$ cat src/rtl/mem_pkg.sv
// Shared definitions for mem_access_unit: RV32 load/store size codes, FSM states,
// and byte-lane / store-data helpers.
package mem_pkg;

  localparam logic [2:0] F3_B  = 3'b000;
  localparam logic [2:0] F3_H  = 3'b001;
  localparam logic [2:0] F3_W  = 3'b010;
  localparam logic [2:0] F3_BU = 3'b100;
  localparam logic [2:0] F3_HU = 3'b101;

  typedef enum logic [1:0] {IDLE, BUS, DONE} state_t;

  function automatic logic [3:0] gen_sel(input logic [2:0] f3, input logic [1:0] a);
    case (f3[1:0])
      2'b00:   gen_sel = 4'b0001 << a;
      2'b01:   gen_sel = 4'b0011 << a;
      default: gen_sel = 4'b1111;
    endcase
  endfunction

  function automatic logic [31:0] align_wdata(input logic [2:0] f3, input logic [31:0] wdata);
    case (f3[1:0])
      2'b00:   align_wdata = {4{wdata[7:0]}};
      2'b01:   align_wdata = {2{wdata[15:0]}};
      default: align_wdata = wdata;
    endcase
  endfunction

  function automatic logic is_legal(input logic we, input logic [2:0] f3);
    if (we) is_legal = f3 inside {F3_B, F3_H, F3_W};
    else    is_legal = f3 inside {F3_B, F3_H, F3_W, F3_BU, F3_HU};
  endfunction

  function automatic logic is_misaligned(input logic [2:0] f3, input logic [1:0] a);
    is_misaligned = ((f3[1:0] == 2'b01) && a[0]) || ((f3[1:0] == 2'b10) && (a != 2'b00));
  endfunction

endpackage

$ cat src/rtl/mem_access_unit_if.sv
// Wishbone B4 classic bus bundle between mem_access_unit (master) and memory (slave).
interface mem_access_unit_if #(
  parameter int ADDR_WIDTH = 32,
  parameter int DATA_WIDTH = 32
);
  logic                  wb_cyc_o;
  logic                  wb_stb_o;
  logic                  wb_we_o;
  logic [ADDR_WIDTH-1:0] wb_adr_o;
  logic [DATA_WIDTH-1:0] wb_dat_o;
  logic [3:0]            wb_sel_o;
  logic [DATA_WIDTH-1:0] wb_dat_i;
  logic                  wb_ack_i;

  modport master (
    output wb_cyc_o, wb_stb_o, wb_we_o, wb_adr_o, wb_dat_o, wb_sel_o,
    input  wb_dat_i, wb_ack_i
  );

  modport slave (
    input  wb_cyc_o, wb_stb_o, wb_we_o, wb_adr_o, wb_dat_o, wb_sel_o,
    output wb_dat_i, wb_ack_i
  );
endinterface

$ cat src/rtl/mem_access_unit_load_align.sv
// Shifts the addressed bytes of a read word down to bit 0 and sign/zero-extends them.
module load_align
  import mem_pkg::*;
(
  input  logic [31:0] wb_dat_i,
  input  logic [1:0]  addr,
  input  logic [2:0]  funct3,
  output logic [31:0] load_data
);
  logic [31:0] shifted;
  logic        sext;

  always_comb begin
    shifted = wb_dat_i >> {addr, 3'b000};
    sext    = ~funct3[2];
    case (funct3[1:0])
      2'b00:   load_data = {{24{sext & shifted[7]}}, shifted[7:0]};
      2'b01:   load_data = {{16{sext & shifted[15]}}, shifted[15:0]};
      default: load_data = shifted;
    endcase
  end
endmodule

$ cat src/rtl/mem_access_unit.sv
// Load/store unit running one request as a single Wishbone classic cycle.
// Optional bus watchdog enabled by defining MEM_TIMEOUT_EN.
module mem_access_unit
  import mem_pkg::*;
#(
  parameter int ADDR_WIDTH     = 32,
  parameter int DATA_WIDTH     = 32,
  parameter int TIMEOUT_CYCLES = 256
) (
  input  logic                  clk,
  input  logic                  rst_n,
  input  logic                  req_valid,
  output logic                  req_ready,
  input  logic                  req_we,
  input  logic [2:0]            req_funct3,
  input  logic [ADDR_WIDTH-1:0] req_addr,
  input  logic [DATA_WIDTH-1:0] req_wdata,
  output logic                  done,
  output logic                  err,
  output logic [DATA_WIDTH-1:0] rdata,
  mem_access_unit_if.master     wb
);
  state_t                state_q, state_d;
  logic                  cyc_q, cyc_d;
  logic                  we_q, we_d;
  logic [2:0]            f3_q, f3_d;
  logic [1:0]            a_q, a_d;
  logic [ADDR_WIDTH-1:0] adr_q, adr_d;
  logic [3:0]            sel_q, sel_d;
  logic [DATA_WIDTH-1:0] dat_q, dat_d;
  logic                  err_q, err_d;
  logic [DATA_WIDTH-1:0] rdata_q, rdata_d;
  logic [DATA_WIDTH-1:0] load_val;

`ifdef MEM_TIMEOUT_EN
  localparam int CW = ($clog2(TIMEOUT_CYCLES + 1) > 8) ? $clog2(TIMEOUT_CYCLES + 1) : 8;
  logic [CW-1:0] cnt_q, cnt_d;
`else
  if (TIMEOUT_CYCLES < 1) begin : g_timeout_param_unused
  end
`endif

  load_align u_load_align (
    .wb_dat_i (wb.wb_dat_i),
    .addr     (a_q),
    .funct3   (f3_q),
    .load_data(load_val)
  );

  always_comb begin
    state_d = state_q;
    cyc_d   = cyc_q;
    we_d    = we_q;
    f3_d    = f3_q;
    a_d     = a_q;
    adr_d   = adr_q;
    sel_d   = sel_q;
    dat_d   = dat_q;
    err_d   = err_q;
    rdata_d = rdata_q;
`ifdef MEM_TIMEOUT_EN
    cnt_d   = cnt_q;
`endif
    case (state_q)
      IDLE: if (req_valid) begin
        we_d  = req_we;
        f3_d  = req_funct3;
        a_d   = req_addr[1:0];
        adr_d = {req_addr[ADDR_WIDTH-1:2], 2'b00};
        sel_d = gen_sel(req_funct3, req_addr[1:0]);
        dat_d = align_wdata(req_funct3, req_wdata);
        if (!is_legal(req_we, req_funct3) || is_misaligned(req_funct3, req_addr[1:0])) begin
          state_d = DONE;
          err_d   = 1'b1;
          rdata_d = '0;
        end else begin
          state_d = BUS;
          cyc_d   = 1'b1;
          err_d   = 1'b0;
`ifdef MEM_TIMEOUT_EN
          cnt_d   = '0;
`endif
        end
      end
      BUS: begin
        // An ack on the final watchdog cycle still completes the access normally.
        if (wb.wb_ack_i) begin
          cyc_d   = 1'b0;
          state_d = DONE;
          if (!we_q) rdata_d = load_val;
        end
`ifdef MEM_TIMEOUT_EN
        else if (cnt_q == CW'(TIMEOUT_CYCLES - 1)) begin
          cyc_d   = 1'b0;
          rdata_d = '0;
          err_d   = 1'b1;
          state_d = DONE;
        end else begin
          cnt_d = cnt_q + 1'b1;
        end
`endif
      end
      default: state_d = IDLE;
    endcase
  end

  always_ff @(posedge clk or negedge rst_n) begin
    if (!rst_n) begin
      state_q <= IDLE;
      cyc_q   <= 1'b0;
      we_q    <= 1'b0;
      f3_q    <= '0;
      a_q     <= '0;
      adr_q   <= '0;
      sel_q   <= '0;
      dat_q   <= '0;
      err_q   <= 1'b0;
      rdata_q <= '0;
`ifdef MEM_TIMEOUT_EN
      cnt_q   <= '0;
`endif
    end else begin
      state_q <= state_d;
      cyc_q   <= cyc_d;
      we_q    <= we_d;
      f3_q    <= f3_d;
      a_q     <= a_d;
      adr_q   <= adr_d;
      sel_q   <= sel_d;
      dat_q   <= dat_d;
      err_q   <= err_d;
      rdata_q <= rdata_d;
`ifdef MEM_TIMEOUT_EN
      cnt_q   <= cnt_d;
`endif
    end
  end

  assign req_ready   = (state_q == IDLE);
  assign done        = (state_q == DONE);
  assign err         = err_q;
  assign rdata       = rdata_q;
  assign wb.wb_cyc_o = cyc_q;
  assign wb.wb_stb_o = cyc_q;
  assign wb.wb_we_o  = we_q;
  assign wb.wb_adr_o = adr_q;
  assign wb.wb_sel_o = sel_q;
  assign wb.wb_dat_o = dat_q;
endmodule
$ cat src/flat_wrapper.sv
// flat-port wrapper written by rule: the top's interface ports become plain ports
module mem_access_unit_flat import mem_pkg::*;
#(
  parameter int ADDR_WIDTH     = 32,
  parameter int DATA_WIDTH     = 32,
  parameter int TIMEOUT_CYCLES = 256
)
  (clk, rst_n, req_valid, req_ready, req_we, req_funct3, req_addr, req_wdata, done, err, rdata, wb_wb_cyc_o, wb_wb_stb_o, wb_wb_we_o, wb_wb_adr_o, wb_wb_dat_o, wb_wb_sel_o, wb_wb_dat_i, wb_wb_ack_i);
  mem_access_unit_if #(.ADDR_WIDTH(ADDR_WIDTH), .DATA_WIDTH(DATA_WIDTH)) wb_i ();
  input  logic clk;
  input  logic rst_n;
  input  logic req_valid;
  output logic req_ready;
  input  logic req_we;
  input  logic [2:0] req_funct3;
  input  logic [ADDR_WIDTH-1:0] req_addr;
  input  logic [DATA_WIDTH-1:0] req_wdata;
  output logic done;
  output logic err;
  output logic [DATA_WIDTH-1:0] rdata;
  output wire logic [$bits(wb_i.wb_cyc_o)-1:0] wb_wb_cyc_o;
  output wire logic [$bits(wb_i.wb_stb_o)-1:0] wb_wb_stb_o;
  output wire logic [$bits(wb_i.wb_we_o)-1:0] wb_wb_we_o;
  output wire logic [$bits(wb_i.wb_adr_o)-1:0] wb_wb_adr_o;
  output wire logic [$bits(wb_i.wb_dat_o)-1:0] wb_wb_dat_o;
  output wire logic [$bits(wb_i.wb_sel_o)-1:0] wb_wb_sel_o;
  input wire logic [$bits(wb_i.wb_dat_i)-1:0] wb_wb_dat_i;
  input wire logic [$bits(wb_i.wb_ack_i)-1:0] wb_wb_ack_i;
  assign wb_wb_cyc_o = wb_i.wb_cyc_o;
  assign wb_wb_stb_o = wb_i.wb_stb_o;
  assign wb_wb_we_o = wb_i.wb_we_o;
  assign wb_wb_adr_o = wb_i.wb_adr_o;
  assign wb_wb_dat_o = wb_i.wb_dat_o;
  assign wb_wb_sel_o = wb_i.wb_sel_o;
  assign wb_i.wb_dat_i = wb_wb_dat_i;
  assign wb_i.wb_ack_i = wb_wb_ack_i;
  mem_access_unit #(.ADDR_WIDTH(ADDR_WIDTH), .DATA_WIDTH(DATA_WIDTH), .TIMEOUT_CYCLES(TIMEOUT_CYCLES)) u_core (.clk(clk), .rst_n(rst_n), .req_valid(req_valid), .req_ready(req_ready), .req_we(req_we), .req_funct3(req_funct3), .req_addr(req_addr), .req_wdata(req_wdata), .done(done), .err(err), .rdata(rdata), .wb(wb_i));
endmodule
$ cat config.mk
export PLATFORM = sky130hd
export DESIGN_NAME = mem_access_unit_flat
export DESIGN_NICKNAME = d
export VERILOG_FILES = /design/src/rtl/mem_pkg.sv /design/src/rtl/mem_access_unit_if.sv /design/src/rtl/mem_access_unit_load_align.sv /design/src/rtl/mem_access_unit.sv /design/src/flat_wrapper.sv
export SDC_FILE = /design/constraint.sdc
export NUM_CORES = 1
export LEC_CHECK = 0
export BUFFER_PORTS_ARGS = -buffer_cell sky130_fd_sc_hd__buf_2
export CORE_AREA = 2 2 133 135
export DETAILED_ROUTE_END_ITERATION = 6
export DIE_AREA = 0 0 135 137
export PLACE_DENSITY = 0.5
export REMOVE_ABC_BUFFERS = 1
export SLEW_MARGIN = 20
export SYNTH_ARGS = -nofsm -noshare
export SYNTH_HDL_FRONTEND = slang
export SYNTH_SLANG_ARGS = --single-unit
$ cat constraint.sdc
create_clock -name clk -period 4.15 [get_ports clk]
set_input_delay 0.83 -clock clk [delete_from_list [all_inputs] [get_ports clk]]
set_output_delay 0.83 -clock clk [all_outputs]
set_load 0.005 [all_outputs]
## Yosys cells after proc, flatten, opt, wreduce, memory -nomap -nowiden

Index checks and enable logic that the tools add are counted.

- Equal/unequal tests: 14
- Multiplexer cells: 20
- Reduce and logical (&&, ||, !) cells: 17
- Bitwise operators: 3
- Shift operators: 3

Operator list:

| cell | number |
|---|---|
| one-hot mux 32 bit (2 select lines) | 3 |
| 2-to-1 mux 32 bit | 4 |
| >> shifter 32 x 5 -> 32 bit | 1 |
| inequality test 2 bit, second input constant | 4 |
| one-hot mux 4 bit (2 select lines) | 1 |
| 2-to-1 mux 1 bit | 7 |
| equality test 2 x 1 -> 1 bit, second input constant | 3 |
| equality test 3 bit, second input constant | 2 |
| zero test 2 bit | 3 |
| 2-to-1 mux 2 bit | 3 |
| AND reduction 5 bit | 1 |
| nonzero test 5 bit | 1 |
| equality test 2 bit, second input constant | 2 |
| one-hot mux 2 bit (2 select lines) | 1 |
| AND reduction 2 bit | 2 |
| AND reduction 4 bit | 1 |
| nonzero test 2 bit | 2 |
| << shifter 1 x 2 -> 4 bit, first input constant | 1 |
| << shifter 2 x 2 -> 4 bit, first input constant | 1 |
| equality test 3 x 1 -> 1 bit, second input constant | 1 |
| equality test 3 x 2 -> 1 bit, second input constant | 1 |
| zero test 3 bit | 1 |
| nonzero test 3 bit | 1 |
| AND 1 bit | 2 |
| other kinds (6) | 8 |

- Register bits after elaboration: 108
- Input bits: 104

## Depth between registers and ports, before layout

Gate-level depths: netlist of the first run.

- Word-level depth: 10
- Gate-level depth with buffers: 8
- Gate-level depth less buffers: 4

## By module

Synthesis of the first run repeated with hierarchy kept, for this count alone.

- Cells, all modules: 541
- Area total of the unflattened synthesis: 5713.0 µm²

By module, submodules not included:

| module | times used | sequential area each (µm²) | cells each | area each (µm²) |
|---|---|---|---|---|
| mem_access_unit | 1 | 2702.6 | 438 | 4944.7 |
| load_align | 1 | 0.0 | 103 | 768.2 |

## Worst setup path after synthesis of the first run

OpenSTA, ideal clock, no wires.

- Path kind: input to register
- Start: input req_funct3[0]
- End: register u_core.rdata_q[0] (netlist: u_core.rdata[0])
- Stages on the path: 6
- Arrival: 2113 ps
- Setup slack: 1919 ps
- Cells stage by stage: buf_2 -> or4_4 -> a31oi_2 -> buf_4 -> a2111oi_0 -> a21o_1

- Cells in the longest elaborated chain, start to end: 9

Ends and longest elaborated chain:

| what | line | source |
|---|---|---|
| start, declared | flat_wrapper.sv:15 | `input logic [2:0] req_funct3;` |
| equality test 3 x 1 -> 1 bit (tied with other cells) | mem_pkg.sv:30, mem_pkg.sv:31 |  |
| nonzero test 5 bit or nonzero test 3 bit (tied branches) | mem_pkg.sv:31, mem_pkg.sv:30 |  |
| 2-to-1 mux 1 bit | mem_pkg.sv:30 | `if (we) is_legal = f3 inside {F3_B, F3_H, F3_W};` |
| 2-to-1 mux 1 bit | mem_access_unit.sv:65 | `IDLE: if (req_valid) begin` |
| 2-to-1 mux 1 bit | mem_access_unit.sv:64 | `case (state_q)` |
| zero test 1 bit | mem_access_unit.sv:72 | `if (!is_legal(req_we, req_funct3) \|\| is_misaligned(req_funct3, req_addr[1:0])) begin` |
| logical OR 1 bit * | mem_access_unit.sv:72 |  |
| inequality test 2 x 1 -> 1 bit (no line) * | -- |  |
| AND reduction 5 bit (no line) * | -- |  |
| end signal, assigned | mem_access_unit.sv:132 | `rdata_q <= rdata_d;` |
| end, declared | mem_access_unit.sv:32 | `logic [DATA_WIDTH-1:0] rdata_q, rdata_d;` |

Mark *: on every way between the ends. The rest lies on a longest branch, timed or not. The select of a mux whose other input is x is not followed.
A chain may end at the register's enable or synchronous reset.

## Final worst setup path of the first run

- Start: register u_core.a_q[1]
- End: register u_core.rdata_q[29] (netlist: u_core.rdata[29])

- Cells in the longest elaborated chain, start to end: 6

Ends and longest elaborated chain:

| what | line | source |
|---|---|---|
| start, declared | mem_access_unit.sv:27 | `logic [1:0] a_q, a_d;` |
| start signal, assigned | mem_access_unit.sv:113 | `a_q <= '0;` |
| start signal, assigned | mem_access_unit.sv:127 | `a_q <= a_d;` |
| >> shifter 32 x 5 -> 32 bit * | mem_access_unit_load_align.sv:14 | `shifted = wb_dat_i >> {addr, 3'b000};` |
| AND 1 bit (on tied branches) | mem_access_unit_load_align.sv:18, mem_access_unit_load_align.sv:17 |  |
| one-hot mux 32 bit (2 select lines) * | mem_access_unit_load_align.sv:16 | `case (funct3[1:0])` |
| 2-to-1 mux 32 bit * | mem_access_unit.sv:90 | `if (!we_q) rdata_d = load_val;` |
| 2-to-1 mux 32 bit * | mem_access_unit.sv:87 | `if (wb.wb_ack_i) begin` |
| one-hot mux 32 bit (2 select lines) * | mem_access_unit.sv:64 |  |

Marks and branches as above.

==> flow_summary.yaml, run 1 <==
status:
  status: "completed"
setup_path:
  required_ns: 4.43
  startpoint: "u_core.a_q[1]"
  crit_fanout: 35
  cp-start-kind: "flop"
  end_kind: "flop"
  worstPathArrival_ns: 2.80
  worst-setup-path-type: "reg -> reg"
  rr_startpoint: "u_core.a_q[1]"
power_and_ir_drop:
  internal_power_uw: 2193
  p_per_area_mw_per_mm2: 500.2
  ir_drop_mv: 0.2041
  p_clk_share_pct: 26.8
  p_sw_uw: 1084
  switching_share_pct: 33.08
  power.leakage_uw: 0.003496
  power_frac_comb_pct: 28.4
  seqPwrFrac_pct: 44.8
logic_synthesis:
  yosys-top-cells-area: "dfrtp_1, nand2_1, mux2i_1"
  synth_flop_cell: "dfrtp_1"
  syn_area_mm2: 0.005056
  netlist.area_leader.share_pct: 53.45
  synth.distinct_cells: 38
  synth_xor_xnor_area_share_pct: 0
  synth-seq-cells: 108
  synth_top_area_cell: "dfrtp_1"
  synth_edf_count: 0
  ys_seq_area_share_pct: 53.45
  synthCells: 528
  synth_compound_area_share_pct: 14.85
  synthAdderAreaFrac_pct: 0
  ys_warn_count: 0
  synth_top_family_by_area: "simple AND/OR/NAND/NOR gates"
  synthMuxAreaShare_pct: 8.389
  yosys.area_share.simple_pct: 19.10
  postSynthAreaPerCell_um2: 9.576
  synthArstFlopShare_pct: 100.0
hold_path:
  hold_class: "in -> async"
drt:
  first_iter_violations: 175
  wl_met1_mm: 6.535
  post_drt_wl_per_cell_um: 15.43
  top_layer_used: "met4"
  dr_wl_met2_mm: 6.367
  firstDrtPassIters: 7
  drtAntennaViolNets: 0
  vias: 4495
  drc: 0
  wl_met3_mm: 1.448
  routed_wl_mm: 14.56
  via_per_inst: 4.762
layout:
  diodes: 0
  fin_cells: 944
  syn_to_final_growth_pct: 29.60
  layout_common_cells: "buf_2, nand2_1, dfrtp_1, nor2_1, mux2i_1"
  num-fill-cells: 1805
  fin_util_pct: 38.42
  stdcell_area_mm2: 0.006553
  nets: 818
  mostFrequentLayoutCell: "buf_2"
  drive_gt1_share_pct: 33.24
placement:
  dp.cells: 928
  gp_congestion: 0.7507
  hpwlAfterDp_mm: 10.52
  port_buffers: 207
  place_area_mm2: 0.006252
  pre_cts_ws_ns: 1.278
timing:
  hold_viol: 0
  finClkSkew_ns: 0.009717
  fin_ws_ns: 1.637
  maxSlewViolCount: 0
  setup_violations: 0
  max_slew_margin_pct: 31.71
  fmax_mhz: 397.9
  rsz0062_at_grt: "no"
  fin_crit_sh_pct: 60.56
  tightestPinTransition_ns: 1.024
  post-route-min-period_ns: 2.513
die:
  die_h_um: 137
  fp-row-count: 48
  die_x_um: 135
  die-area_mm2: 0.01850
  ioPinCount: 210
  core_area_mm2: 0.01706
  initial_core_util_pct: 29.64
global_routing:
  grtUsageTotal_pct: 16.00
  grt_pass1_vias: 4377
  grt_pass1_wl_mm: 23.18
  grt_max_degree: 82
  antenna_found_initial: 0
  grt_overflow: 0
clock_tree:
  clk_pin_slew_ns: 0.07
  cts.htree.levels: 3
  cts_root_buf: "clkbuf_16"
  cts_tree: "yes"
  cts_hold_buf: 0
  cts_inserted_buffers: 9
  clock-sinks: 108
  post_cts_buffers: 0
  insertion_delay_ns: 0.35
  clockBufferDepth: 2
  cts.repair.resized: 0
flow_run:
  drv_cap: 0
-- path summary, 6_finish.rpt --
| check | cells past startpoint | slack [ns] | to |
|---|---|---|---|
| worst max-delay path | 4 | 1.64 | u_core.rdata[29] |
| worst min-delay path | 1 | 0.46 | u_core.rdata[3] |
| worst max register to register | 4 | 1.64 | u_core.rdata[29] |
| worst min register to register | 2 | 0.47 | u_core.wb.wb_adr_o[10] |
| max in group asynchronous | 2 | 2.75 | u_core.rdata[25] |
| min in group clk | 2 | 0.47 | u_core.wb.wb_adr_o[10] |
-- sequential cells by signal, indices dropped and copies added (netlist names), 2 cells and up --
name / flops
u_core.f3_q: 3
u_core.a_q: 2
u_core.rdata: 32
u_core.wb.wb_adr_o: 30
u_core.wb.wb_sel_o: 4
u_core.wb.wb_dat_o: 32
u_core.state_q: 2
-- cells in the mapped netlist (all sizes together) (3+ instances only) --
library cell / count
a211o: 7
inv: 4
a21o: 7
nand2: 152
a31oi: 4
a2111oi: 9
buf: 23
nor3b: 3
a211oi: 7
nand3b: 11
nor2b: 8
a221o: 11
dfrtp: 108
a21oi: 37
nor2: 42
mux2i: 39
o21ai: 27
clkbuf: 17
-- cells by family after synthesis --
kind of cell	after synthesis
AND/OR/NAND/NOR	222
flip-flops	108
buffers and inverters	44
multiplexers	41
other	1
AO/OA/AOI/OAI	112
-- power groups by stage --
stage,combinational [µW],clock (µW),sequential [µW]
2_1_floorplan,427,0,1510
5_1_grt,1050,954,1510
4_1_cts,946,917,1470
3_5_place_dp,948,0,1480
3_3_place_gp,931,0,1480
6_report,930,880,1470
-- final cells by class --
class / count / area (µm²) / share of cell area (%)
clock buffers: 10 / 229.0 / 3.494
clock inverters: 6 / 71.32 / 1.088
inverters: 4 / 15.01 / 0.2291
multi-input cells: 377 / 2162 / 33.00
flip-flops and latches: 108 / 2703 / 41.24
well taps: 225 / 281.5 / 4.296
repair buffers: 214 / 1091 / 16.65
-- routing by layer --
metal,up-vias,track usage [%]
li1,2169,-
met1,2125,21.53
met2,188,24.06
met3,13,5.370
met4,0,5.729
met5,-,0
-- worst max-delay path: stages, from the launching register on --
cell       delay, ns
dfrtp_1         1.01
nand3b_1        0.14
o21a_1          0.19
a2111oi_4       0.88
a221o_1         0.22
-- through the flow --
stage,hold slack [ns],total power [µW],setup TNS [ns]
after floorplan,0.4697,1939,-204.94
after global placement,0.4529,2412,0
after detailed placement,0.4569,2430,0
after CTS,0.4768,3334,0
after global routing,0.4934,3515,0
final,0.4619,3278,0
No activity file was read; power rests on OpenSTA's default activity.
==> inputs of run 2 (changes only) <==
Settings changed: PLACE_DENSITY 0.5 to 0.52.
Clock period 4.15 ns to 2.2 ns, I/O delays scaled along.
==> flow_summary.yaml, run 2 (synthesized netlist as in run 1, its figures left out) <==
placement:
  port_buffers: 207
  dp.cells: 936
  hpwlAfterDp_mm: 10.43
  pre_cts_ws_ns: 0.09223
  gp_congestion: 0.7952
setup_path:
  required_ns: 2.48
  worst-setup-path-type: "reg -> reg"
  cpPeakStageDelay_ns: 0.77
  rr_startpoint: "u_core.wb.wb_we_o"
  cp_top_family: "compound AO/OA/AOI/OAI gates"
  cp.depth: 4
  r2r-end: "u_core.rdata[28]"
  crit_chain: "nand4bb_4 > or3_4 > a2111oi_4 > a221o_1"
  worstPathArrival_ns: 2.34
  startpoint: "u_core.wb.wb_we_o"
  slowest_stage: "a2111oi_4"
  r2r_cells: 4
  crit_end: "u_core.rdata[28]"
  crit_fanout: 16
  cp-start-kind: "flop"
  end_kind: "flop"
  r2r_slack_ns: 0.14
  path_buf_inv: 0
drt:
  via_per_inst: 4.718
  firstDrtPassIters: 4
  post_drt_wl_per_cell_um: 15.28
  routed_wl_mm: 14.58
  first_iter_violations: 151
  vias: 4501
  drc: 0
  drtAntennaViolNets: 0
clock_tree:
  cts_inserted_buffers: 9
  clock-sinks: 108
  cts_root_buf: "clkbuf_16"
  cts_tree: "yes"
  clk_pin_slew_ns: 0.07
  cts.repair.resized: 0
  cts_hold_buf: 1
  cts.htree.levels: 3
  insertion_delay_ns: 0.34
  post_cts_buffers: 0
  clockBufferDepth: 2
die:
  die-area_mm2: 0.01850
  core_area_mm2: 0.01706
  initial_core_util_pct: 29.64
  die_h_um: 137
  die_x_um: 135
  fp-row-count: 48
  ioPinCount: 210
timing:
  timing.setup.tns_ns: 0
  post-route-min-period_ns: 2.062
  rsz0062_at_grt: "no"
  fin_ws_ns: 0.1380
  max_slew_margin_pct: 34.77
  tightestPinTransition_ns: 0.9785
  setup_violations: 0
  hold_viol: 0
  finClkSkew_ns: 0.004199
  fmax_mhz: 485.0
  maxSlewViolCount: 0
  fin_crit_sh_pct: 93.73
  holdWs_ns: 0.2800
layout:
  syn_to_final_growth_pct: 31.72
  mostFrequentLayoutCell: "buf_2"
  fin_cells: 954
  layout_common_cells: "buf_2, nand2_1, dfrtp_1, nor2_1, mux2i_1"
  drive_gt1_share_pct: 33.79
  nets: 827
status:
  status: "completed"
global_routing:
  grt_pass1_vias: 4447
  grt_pass1_wl_mm: 23.20
  antenna_found_initial: 2
  grt_overflow: 0
  grt_max_degree: 82
  grtUsageTotal_pct: 15.86
hold_path:
  hold_class: "in -> reg"
power_and_ir_drop:
  total_power_uw: 6213
  p_per_area_mw_per_mm2: 932.9
  power.leakage_uw: 0.003544
  ir_drop_mv: 0.4104
flow_run:
  drv_cap: 0
[run 2: worst min-delay path by stage]
| stage | start | end | slack [ns] | cells after the start |
|---|---|---|---|---|
| 5_1_grt | req_addr[17] | u_core.wb.wb_adr_o[17] | 0.27 | 3 |
| 6_report | req_addr[28] | u_core.wb.wb_adr_o[28] | 0.28 | 3 |
| 3_3_place_gp | rst_n | u_core.rdata[12] | 0.35 | 1 |
| 4_1_cts | req_addr[17] | u_core.wb.wb_adr_o[17] | 0.26 | 3 |
| 3_5_place_dp | rst_n | u_core.rdata[10] | 0.35 | 1 |
| 2_1_floorplan | rst_n | u_core.a_q[0] | 0.14 | 0 |
[run 2: metrics by stage]
step / utilization [%] / instance area, µm²
3_5_place_dp: 37.25 / 6354
5_1_grt: 39.03 / 6658
3_3_place_gp: 37.25 / 6354
4_1_cts: 39.03 / 6658
2_1_floorplan: - / 4866
6_report: 39.05 / 6660
[run 2: metal layers]
metal | up-vias | wire length, µm | global-route usage (%)
met2 | 176 | 6413 | 23.91
met4 | 2 | 181 | 5.035
met1 | 2117 | 6625 | 21.51
met3 | 13 | 1342 | 5.370
met5 | - | 13 | 0
li1 | 2193 | - | -
[run 2: cell type report]
class / instances / area (µm²)
Timing Repair Buffer: 223 / 1211
Fill cell: 1776 / 10400
Inverter: 4 / 15.01
Antenna cell: 1 / 2.502
Sequential cell: 108 / 2703
Tap cell: 225 / 281.5
Multi-Input combinational cell: 377 / 2153
Clock buffer: 11 / 232.7
Clock inverter: 5 / 61.31
[run 2: power by group]
part,switching [µW],internal [µW],total (µW)
Sequential,289,2450,2730
Combinational,1010,839,1850
Clock,744,889,1630
[run 2: worst reg2reg max path: cells and delay by family (launching register included)]
| kind | cells | cell delay, ns |
|---|---|---|
| compound gates | 2 | 0.99 |
| simple gates | 2 | 0.59 |
| flops | 1 | 0.42 |
